<file path="src/rtl/risc_mem_rd_arbiter.sv">
// Two-port round-robin arbiter for the single memory read port (fetch = id 0, load = id 1).
// One read is outstanding at a time, and a watchdog turns a missing memory ack into an error completion.
module risc_mem_rd_arbiter #(
    parameter int ADDR_W  = 32,
    parameter int DATA_W  = 32,
    parameter int TIMEOUT = 255
) (
    input  logic              clk,
    input  logic              reset,
    input  logic [ADDR_W-1:0] f_rd_addr,
    input  logic              f_rd_addr_valid,
    output logic [DATA_W-1:0] f_rd_data,
    output logic              f_rd_ack,
    input  logic [ADDR_W-1:0] l_rd_addr,
    input  logic              l_rd_addr_valid,
    output logic [DATA_W-1:0] l_rd_data,
    output logic              l_rd_ack,
    output logic              rd_err,
    output logic [ADDR_W-1:0] mem_rd_addr,
    output logic              mem_rd_addr_valid,
    input  logic [DATA_W-1:0] mem_rd_data,
    input  logic              mem_rd_ack,
    output logic              busy,
    output logic              grant_id
);

    localparam int               CNT_W    = (TIMEOUT < 1) ? 1 : $clog2(TIMEOUT + 1);
    localparam bit               WD_EN    = (TIMEOUT > 0);
    localparam logic [CNT_W-1:0] CNT_LAST = CNT_W'((TIMEOUT > 0) ? TIMEOUT - 1 : 0);
    localparam logic [CNT_W-1:0] CNT_MAX  = {CNT_W{1'b1}};

    typedef enum logic [1:0] {
        IDLE = 2'd0,
        BUSY = 2'd1,
        RESP = 2'd2
    } state_t;

    state_t            state_q, state_d;
    logic [CNT_W-1:0]  cnt_q, cnt_d;
    logic              last_grant_q, last_grant_d;
    logic              grant_id_q, grant_id_d;
    logic [ADDR_W-1:0] mem_addr_q, mem_addr_d;
    logic              mem_valid_q, mem_valid_d;
    logic [DATA_W-1:0] f_data_q, f_data_d;
    logic              f_ack_q, f_ack_d;
    logic [DATA_W-1:0] l_data_q, l_data_d;
    logic              l_ack_q, l_ack_d;
    logic              err_q, err_d;
    logic              busy_q, busy_d;
    logic              winner;

    // last_grant resets to load so that fetch wins the first tie.
    always_ff @(posedge clk) begin
        if (reset) begin
            state_q      <= IDLE;
            cnt_q        <= '0;
            last_grant_q <= 1'b1;
            grant_id_q   <= 1'b0;
            mem_addr_q   <= '0;
            mem_valid_q  <= 1'b0;
            f_data_q     <= '0;
            f_ack_q      <= 1'b0;
            l_data_q     <= '0;
            l_ack_q      <= 1'b0;
            err_q        <= 1'b0;
            busy_q       <= 1'b0;
        end else begin
            state_q      <= state_d;
            cnt_q        <= cnt_d;
            last_grant_q <= last_grant_d;
            grant_id_q   <= grant_id_d;
            mem_addr_q   <= mem_addr_d;
            mem_valid_q  <= mem_valid_d;
            f_data_q     <= f_data_d;
            f_ack_q      <= f_ack_d;
            l_data_q     <= l_data_d;
            l_ack_q      <= l_ack_d;
            err_q        <= err_d;
            busy_q       <= busy_d;
        end
    end

    always_comb begin
        state_d      = state_q;
        cnt_d        = cnt_q;
        last_grant_d = last_grant_q;
        grant_id_d   = grant_id_q;
        mem_addr_d   = mem_addr_q;
        mem_valid_d  = mem_valid_q;
        f_data_d     = '0;
        f_ack_d      = 1'b0;
        l_data_d     = '0;
        l_ack_d      = 1'b0;
        err_d        = 1'b0;
        winner       = 1'b0;

        case (state_q)
            IDLE: begin
                if (f_rd_addr_valid || l_rd_addr_valid) begin
                    if (f_rd_addr_valid && l_rd_addr_valid) begin
                        winner = ~last_grant_q;
                    end else begin
                        winner = l_rd_addr_valid;
                    end
                    mem_addr_d   = winner ? l_rd_addr : f_rd_addr;
                    mem_valid_d  = 1'b1;
                    grant_id_d   = winner;
                    last_grant_d = winner;
                    cnt_d        = '0;
                    state_d      = BUSY;
                end
            end

            BUSY: begin
                if (mem_rd_ack) begin
                    mem_valid_d = 1'b0;
                    if (grant_id_q) begin
                        l_data_d = mem_rd_data;
                        l_ack_d  = 1'b1;
                    end else begin
                        f_data_d = mem_rd_data;
                        f_ack_d  = 1'b1;
                    end
                    state_d = RESP;
                end else if (WD_EN && (cnt_q == CNT_LAST)) begin
                    // Error completion: data is left at zero and rd_err rides along with the ack.
                    mem_valid_d = 1'b0;
                    err_d       = 1'b1;
                    if (grant_id_q) begin
                        l_ack_d = 1'b1;
                    end else begin
                        f_ack_d = 1'b1;
                    end
                    state_d = RESP;
                end else if (cnt_q != CNT_MAX) begin
                    cnt_d = cnt_q + 1'b1;
                end
            end

            RESP: begin
                state_d = IDLE;
            end

            default: begin
                state_d = IDLE;
            end
        endcase

        busy_d = (state_d != IDLE);
    end

    assign f_rd_data         = f_data_q;
    assign f_rd_ack          = f_ack_q;
    assign l_rd_data         = l_data_q;
    assign l_rd_ack          = l_ack_q;
    assign rd_err            = err_q;
    assign mem_rd_addr       = mem_addr_q;
    assign mem_rd_addr_valid = mem_valid_q;
    assign busy              = busy_q;
    assign grant_id          = grant_id_q;

endmodule

</file>
<file path="config.mk">
export PLATFORM = sky130hd
export DESIGN_NAME = risc_mem_rd_arbiter
export DESIGN_NICKNAME = d
export VERILOG_FILES = /design/src/rtl/risc_mem_rd_arbiter.sv
export SDC_FILE = /design/constraint.sdc
export NUM_CORES = 1
export LEC_CHECK = 0
export CAP_MARGIN = 10
export CORE_UTILIZATION = 30
export DETAILED_ROUTE_END_ITERATION = 12
export GPL_ROUTABILITY_DRIVEN = 0
export PLACE_DENSITY = 0.69
export SETUP_SLACK_MARGIN = 0.15
export SLEW_MARGIN = 20
export SYNTH_ARGS = -nofsm -noshare
export SYNTH_HDL_FRONTEND = slang
export SYNTH_SLANG_ARGS = --single-unit
</file>
<file path="constraint.sdc">
create_clock -name clk -period 2.4 [get_ports clk]
set_input_delay 0.48 -clock clk [delete_from_list [all_inputs] [get_ports clk]]
set_output_delay 0.48 -clock clk [all_outputs]
set_load 0.02 [all_outputs]
</file>
==> results.yml, run 1 <==
synthesis:
  syn_area_mm2: 0.00391
  synth_seq_cells: 113
  synthDistinctLibCells: 34
  synth_ff_type: "dfxtp_1"
  yosys.area.top_type: "dfxtp_1"
  syn_inst: 372
  yosysTopAreaCellShare: 0.579
  avgSynthCellArea_um2: 10.5
  ys_top_cells_by_area: "dfxtp_1, and2_1, mux2i_1"
  synth_nets: 475
  synthArstFlopShare: 0
  synth_edf_count: 0
  seq_area_frac_synth: 0.579
  yosys_warnings: 0
floorplan:
  core_area_mm2: 0.0127
  die_area_mm2: 0.0135
  rows: 41
  io_pins: 203
  initial_utilization: 0.308
  dieWidth_um: 116
  die_h_um: 116
finish:
  fin_nets: 681
  n_fill_cell: 1123
  antenna_cells: 0
  stdcell_count: 763
  final_layout_size_suffix_gt1_frac: 0.0761
  area_growth_pct: 74.7
  final_cell_mix: "clkdlybuf4s50_1, dfxtp_1, and2_1"
  final_common_cell: "clkdlybuf4s50_1"
global_routing:
  grt_antenna_before_repair: 0
  gr-usage-all-layers: 0.143
  grt_pass1_wl_um: 14500
  grt_overflow: 0
  first_global_vias: 3080
  grt_max_degree: 68
worst_setup_path:
  r2r_cells: 6
  path_max_fanout: 6
  reg2reg_slack_ps: 380
  critPathRequiredTime_ps: 2730
  cp-start-kind: "register"
  slowest_delay_ps: 530
  reg2reg_to: "cnt_q[7]"
  path_buf_inv: 1
  critPathSlowestCell: "or4_4"
  regToRegStartpoint: "cnt_q[0]"
  crit_arrival_ps: 2340
  crit_type: "reg -> reg"
  cp-end-kind: "register"
  path_cells: "inv_1 > ha_1 > and4_4 > or4_4 > or4_1 > o211ai_1"
  path_delay_family: "simple AND/OR/NAND/NOR gates"
hold_path:
  holdPathStages: 2
  hold_start: "mem_rd_addr[15]"
  hold_end: "mem_rd_addr[15]"
  hp-class: "reg -> reg"
clocking:
  cts_root_buffer: "clkbuf_16"
  cts_resized: 0
  cts_buffers: 17
  htreeDepth: 4
  tritoncts: "yes"
  insertion_delay_ps: 400
  cts.sink_count: 113
  clkTransAtPathRegs_ps: 50
  cts_setup_buffers: 0
  clockBufferDepth: 2
  cts-hold-fix-buffers: 0
routing:
  finalWirelength_um: 9660
  drc: 0
  drt-initial-drc-count: 110
  vias_per_cell: 4.37
  dr_total_vias: 3334
  drtPass1Iterations: 4
  routedWlPerCell_um: 12.7
  antenna_left: 0
power_and_ir_drop:
  p_per_area_mw_per_mm2: 810
  p_leak_nw: 2.60
  p_total_w: 0.00553
  vdd_drop_max_mv: 0.403
sta:
  skew_ps: 10.9
  tns_ps: 0
  finalCritPeriodShare: 0.841
  post-route-min-period_ps: 2020
  hold_viol: 0
  tightest_slew_ps: 661
  slew-limit-headroom: 0.559
  max_freq_mhz: 496
  slew_viol_final: 0
  finalSetupViolCount: 0
  rsz0062_at_grt: "no"
  fin_ws_ps: 382
run_status:
  status: "finished clean"
placed_design:
  placed_cells: 731
  place_ws_ps: 217
  io_buffer_count: 202
  hpwl_um: 7140
run:
  drv_cap: 0
## worst max-delay path by stage
stage | start | to | slack [ps] | cells past startpoint
after global routing | cnt_q[0] | cnt_q[7] | 280 | 6
after floorplan | cnt_q[0] | cnt_q[7] | 510 | 6
after CTS | cnt_q[0] | cnt_q[7] | 390 | 6
after detailed placement | reset | cnt_q[3] | 220 | 4
final | cnt_q[0] | cnt_q[7] | 380 | 6
after global placement | reset | cnt_q[4] | 240 | 4
## metrics by stage
stage                     utilization  hold WS, ps  instance area, µm²
after global routing            0.539          516                6830
after floorplan                     -          475                3910
final                           0.539          495                6830
after global placement          0.486          487                6160
after detailed placement        0.486          491                6160
after CTS                       0.539          499                6830
## synth_stat cells (3+ instances only)
cell type	count
and3_1	3
nor2_1	40
o211ai_1	9
or4_1	5
nor4_1	3
nand3_1	5
nand2_1	7
buf_2	6
a211oi_1	33
dfxtp_1	113
clkbuf_1	15
o21bai_1	3
inv_1	8
and2_1	64
mux2i_1	33
a21oi_1	3
## flip-flops by register name (all words and copies together) (netlist names)
register / cells
rd_err: 1
mem_rd_addr: 32
f_rd_ack: 1
l_rd_data: 32
state_q: 2
grant_id: 1
cnt_q: 8
busy: 1
mem_rd_addr_valid: 1
last_grant_q: 1
l_rd_ack: 1
f_rd_data: 32
## cell families after synthesis
family                   synth area share
flip-flops                          0.579
multiplexers                       0.0845
AND/OR/NAND/NOR                     0.196
buffers and inverters              0.0317
adder cells (fa/ha/maj)           0.00640
AO/OA/AOI/OAI                       0.102
## where the power goes
group          total (W)  internal (W)  leakage [nW]  switching, W
combinational   0.000715      0.000394          1.36      0.000321
clock            0.00280       0.00195         0.317      0.000852
sequential       0.00202       0.00197         0.921     0.0000468
total            0.00553       0.00431          2.60       0.00122
## worst min-delay path: stages, from the launching register on
cell      delay (ps)
dfxtp_1          300
nor2_1            90
a211oi_1          50
## per-layer routing
layer / track usage / part of all wire / wire, µm
met4: 0.0607 / 0.013 / 125
met3: 0.0758 / 0.11 / 1080
met2: 0.229 / 0.46 / 4400
met1: 0.157 / 0.42 / 4060
met5: 0 / 0 / 0
## final cells by class
type | count | area, µm² | share of cell area
inverters | 8 | 30.0 | 0.00440
clock inverters | 14 | 235 | 0.0345
multi-input cells | 228 | 1530 | 0.225
flip-flops and latches | 113 | 2260 | 0.331
clock buffers | 18 | 429 | 0.0629
well taps | 172 | 215 | 0.0315
repair buffers | 210 | 2120 | 0.311
No activity file was read; power rests on OpenSTA's default activity.
==> inputs of run 2 (changes only) <==
==> constraint.sdc (replaced) <==
create_clock -name clk -period 1.9 [get_ports clk]
set_input_delay 0.38 -clock clk [delete_from_list [all_inputs] [get_ports clk]]
set_output_delay 0.38 -clock clk [all_outputs]
set_load 0.02 [all_outputs]
==> run 2 against run 1 <==
Critical path depth unchanged. Wire length increased by 7.6%. Die area unchanged. Non-clock buffer count increased by 16.
==> results.yml, run 2 (same netlist as run 1, synthesis figures left out) <==
run_status:
  status: "finished clean"
worst_setup_path:
  critPathRequiredTime_ps: 2230
  cp-start-kind: "register"
  crit_arrival_ps: 2040
  path_max_fanout: 2
  crit_type: "reg -> reg"
  cp-end-kind: "register"
power_and_ir_drop:
  vdd_drop_max_mv: 0.502
  p_leak_nw: 3.13
  p_per_area_mw_per_mm2: 952
sta:
  post-route-min-period_ps: 1710
  max_freq_mhz: 585
  hold_viol: 0
  rsz0062_at_grt: "no"
  finalSetupViolCount: 0
  slew_viol_final: 0
  slew-limit-headroom: 0.740
  finalCritPeriodShare: 0.900
  tightest_slew_ps: 390
  fin_ws_ps: 190
  tns_ps: 0
  skew_ps: 4.96
clocking:
  cts.sink_count: 113
  cts_root_buffer: "clkbuf_16"
  insertion_delay_ps: 400
  clockBufferDepth: 2
  htreeDepth: 4
  cts_buffers: 17
  tritoncts: "yes"
  cts-hold-fix-buffers: 0
  clkTransAtPathRegs_ps: 60
routing:
  finalWirelength_um: 10400
  met2_length_um: 4760
  dr_total_vias: 3470
  drt-initial-drc-count: 146
  drc: 0
  drt-met1-wl_um: 4370
  routedWlPerCell_um: 13.3
  drtPass1Iterations: 4
  routed.top_layer: "met4"
  vias_per_cell: 4.45
  dr_wl_met3_um: 1080
  antenna_left: 0
floorplan:
  initial_utilization: 0.308
  die_area_mm2: 0.0135
  rows: 41
  core_area_mm2: 0.0127
  die_h_um: 116
  dieWidth_um: 116
  io_pins: 203
finish:
  area_growth_pct: 78.0
  final_area_mm2: 0.00696
  final_layout_size_suffix_gt1_frac: 0.110
  antenna_cells: 0
  post-route-util: 0.549
  final_common_cell: "clkdlybuf4s50_1"
  fin_nets: 697
  final_cell_mix: "clkdlybuf4s50_1, dfxtp_1, and2_1"
hold_path:
  hp-class: "reg -> reg"
placed_design:
  placement.cell_area_mm2: 0.00629
  io_buffer_count: 202
  place_ws_ps: -132
  hpwl_um: 7620
global_routing:
  gr-usage-all-layers: 0.155
  grt_max_degree: 59
  grt_overflow: 0
  grt_pass1_wl_um: 15700
  first_global_vias: 3278
  grt_antenna_before_repair: 0
run:
  drv_cap: 0
[run 2: cell count changes in the layout (fill, tap and decap cells not counted), moves of 2 or more]
cell,previous run,this run
clkinvlp_4,3,5
dlygate4sd2_1,0,22
bufinv_16,6,3
clkdlybuf4s50_1,202,155
dfxtp_2,0,2
buf_4,5,20
dlymetal6s2s_1,0,25
dfxtp_1,113,111
[run 2: routing by layer]
| metal | global-route usage | vias up |
|---|---|---|
| li1 | - | 1733 |
| met1 | 0.170 | 1554 |
| met2 | 0.249 | 169 |
| met3 | 0.0716 | 14 |
| met4 | 0.0863 | 0 |
| met5 | 0 | - |
[run 2: area by class of cell]
| cell class | instances | area, µm² |
|---|---|---|
| Clock buffer | 19 | 443 |
| Clock inverter | 13 | 160 |
| Fill cell | 1119 | 5710 |
| Inverter | 8 | 30.0 |
| Multi-Input combinational cell | 228 | 1560 |
| Sequential cell | 113 | 2260 |
| Tap cell | 172 | 215 |
| Timing Repair Buffer | 226 | 2290 |
[run 2: critical path, stage by stage (launching register included)]
cell      delay (ps)
dfxtp_2          330
inv_2             50
ha_4             150
and4_4           180
or4_4            410
or4_4            420
o211ai_1          90
[run 2: power by group]
| group | leakage, nW | total (W) | internal [W] | switching [W] |
|---|---|---|---|---|
| Clock | 0.282 | 0.00319 | 0.00209 | 0.00110 |
| Combinational | 1.92 | 0.000895 | 0.000475 | 0.000420 |
| Sequential | 0.922 | 0.00254 | 0.00249 | 0.0000532 |
| Total | 3.13 | 0.00662 | 0.00505 | 0.00157 |
[run 2: repair_timing]
item / 4_1_cts / 5_1_grt
pin swaps: 3 / 1
endpoints found under the setup margin: 23 / 33
buffers inserted: 1 / 0
resized for setup: 25 / 28
[run 2: through the flow]
| stage | hold slack (ps) | total power (W) | std cells |
|---|---|---|---|
| final | 493 | 0.00662 | 779 |
| after global routing | 511 | 0.00690 | 779 |
| after CTS | 499 | 0.00671 | 779 |
| after detailed placement | 491 | 0.00353 | 746 |
| after global placement | 487 | 0.00352 | 746 |
| after floorplan | 459 | 0.00299 | 372 |
[run 2: final timing paths]
kind,startpoint,end,slack [ps],depth (start not counted)
setup reg to reg,cnt_q[0],cnt_q[7],190,6
hold / removal,mem_rd_addr[27],mem_rd_addr[27],490,2
setup / recovery,cnt_q[0],cnt_q[7],190,6
hold reg to reg,mem_rd_addr[27],mem_rd_addr[27],490,2
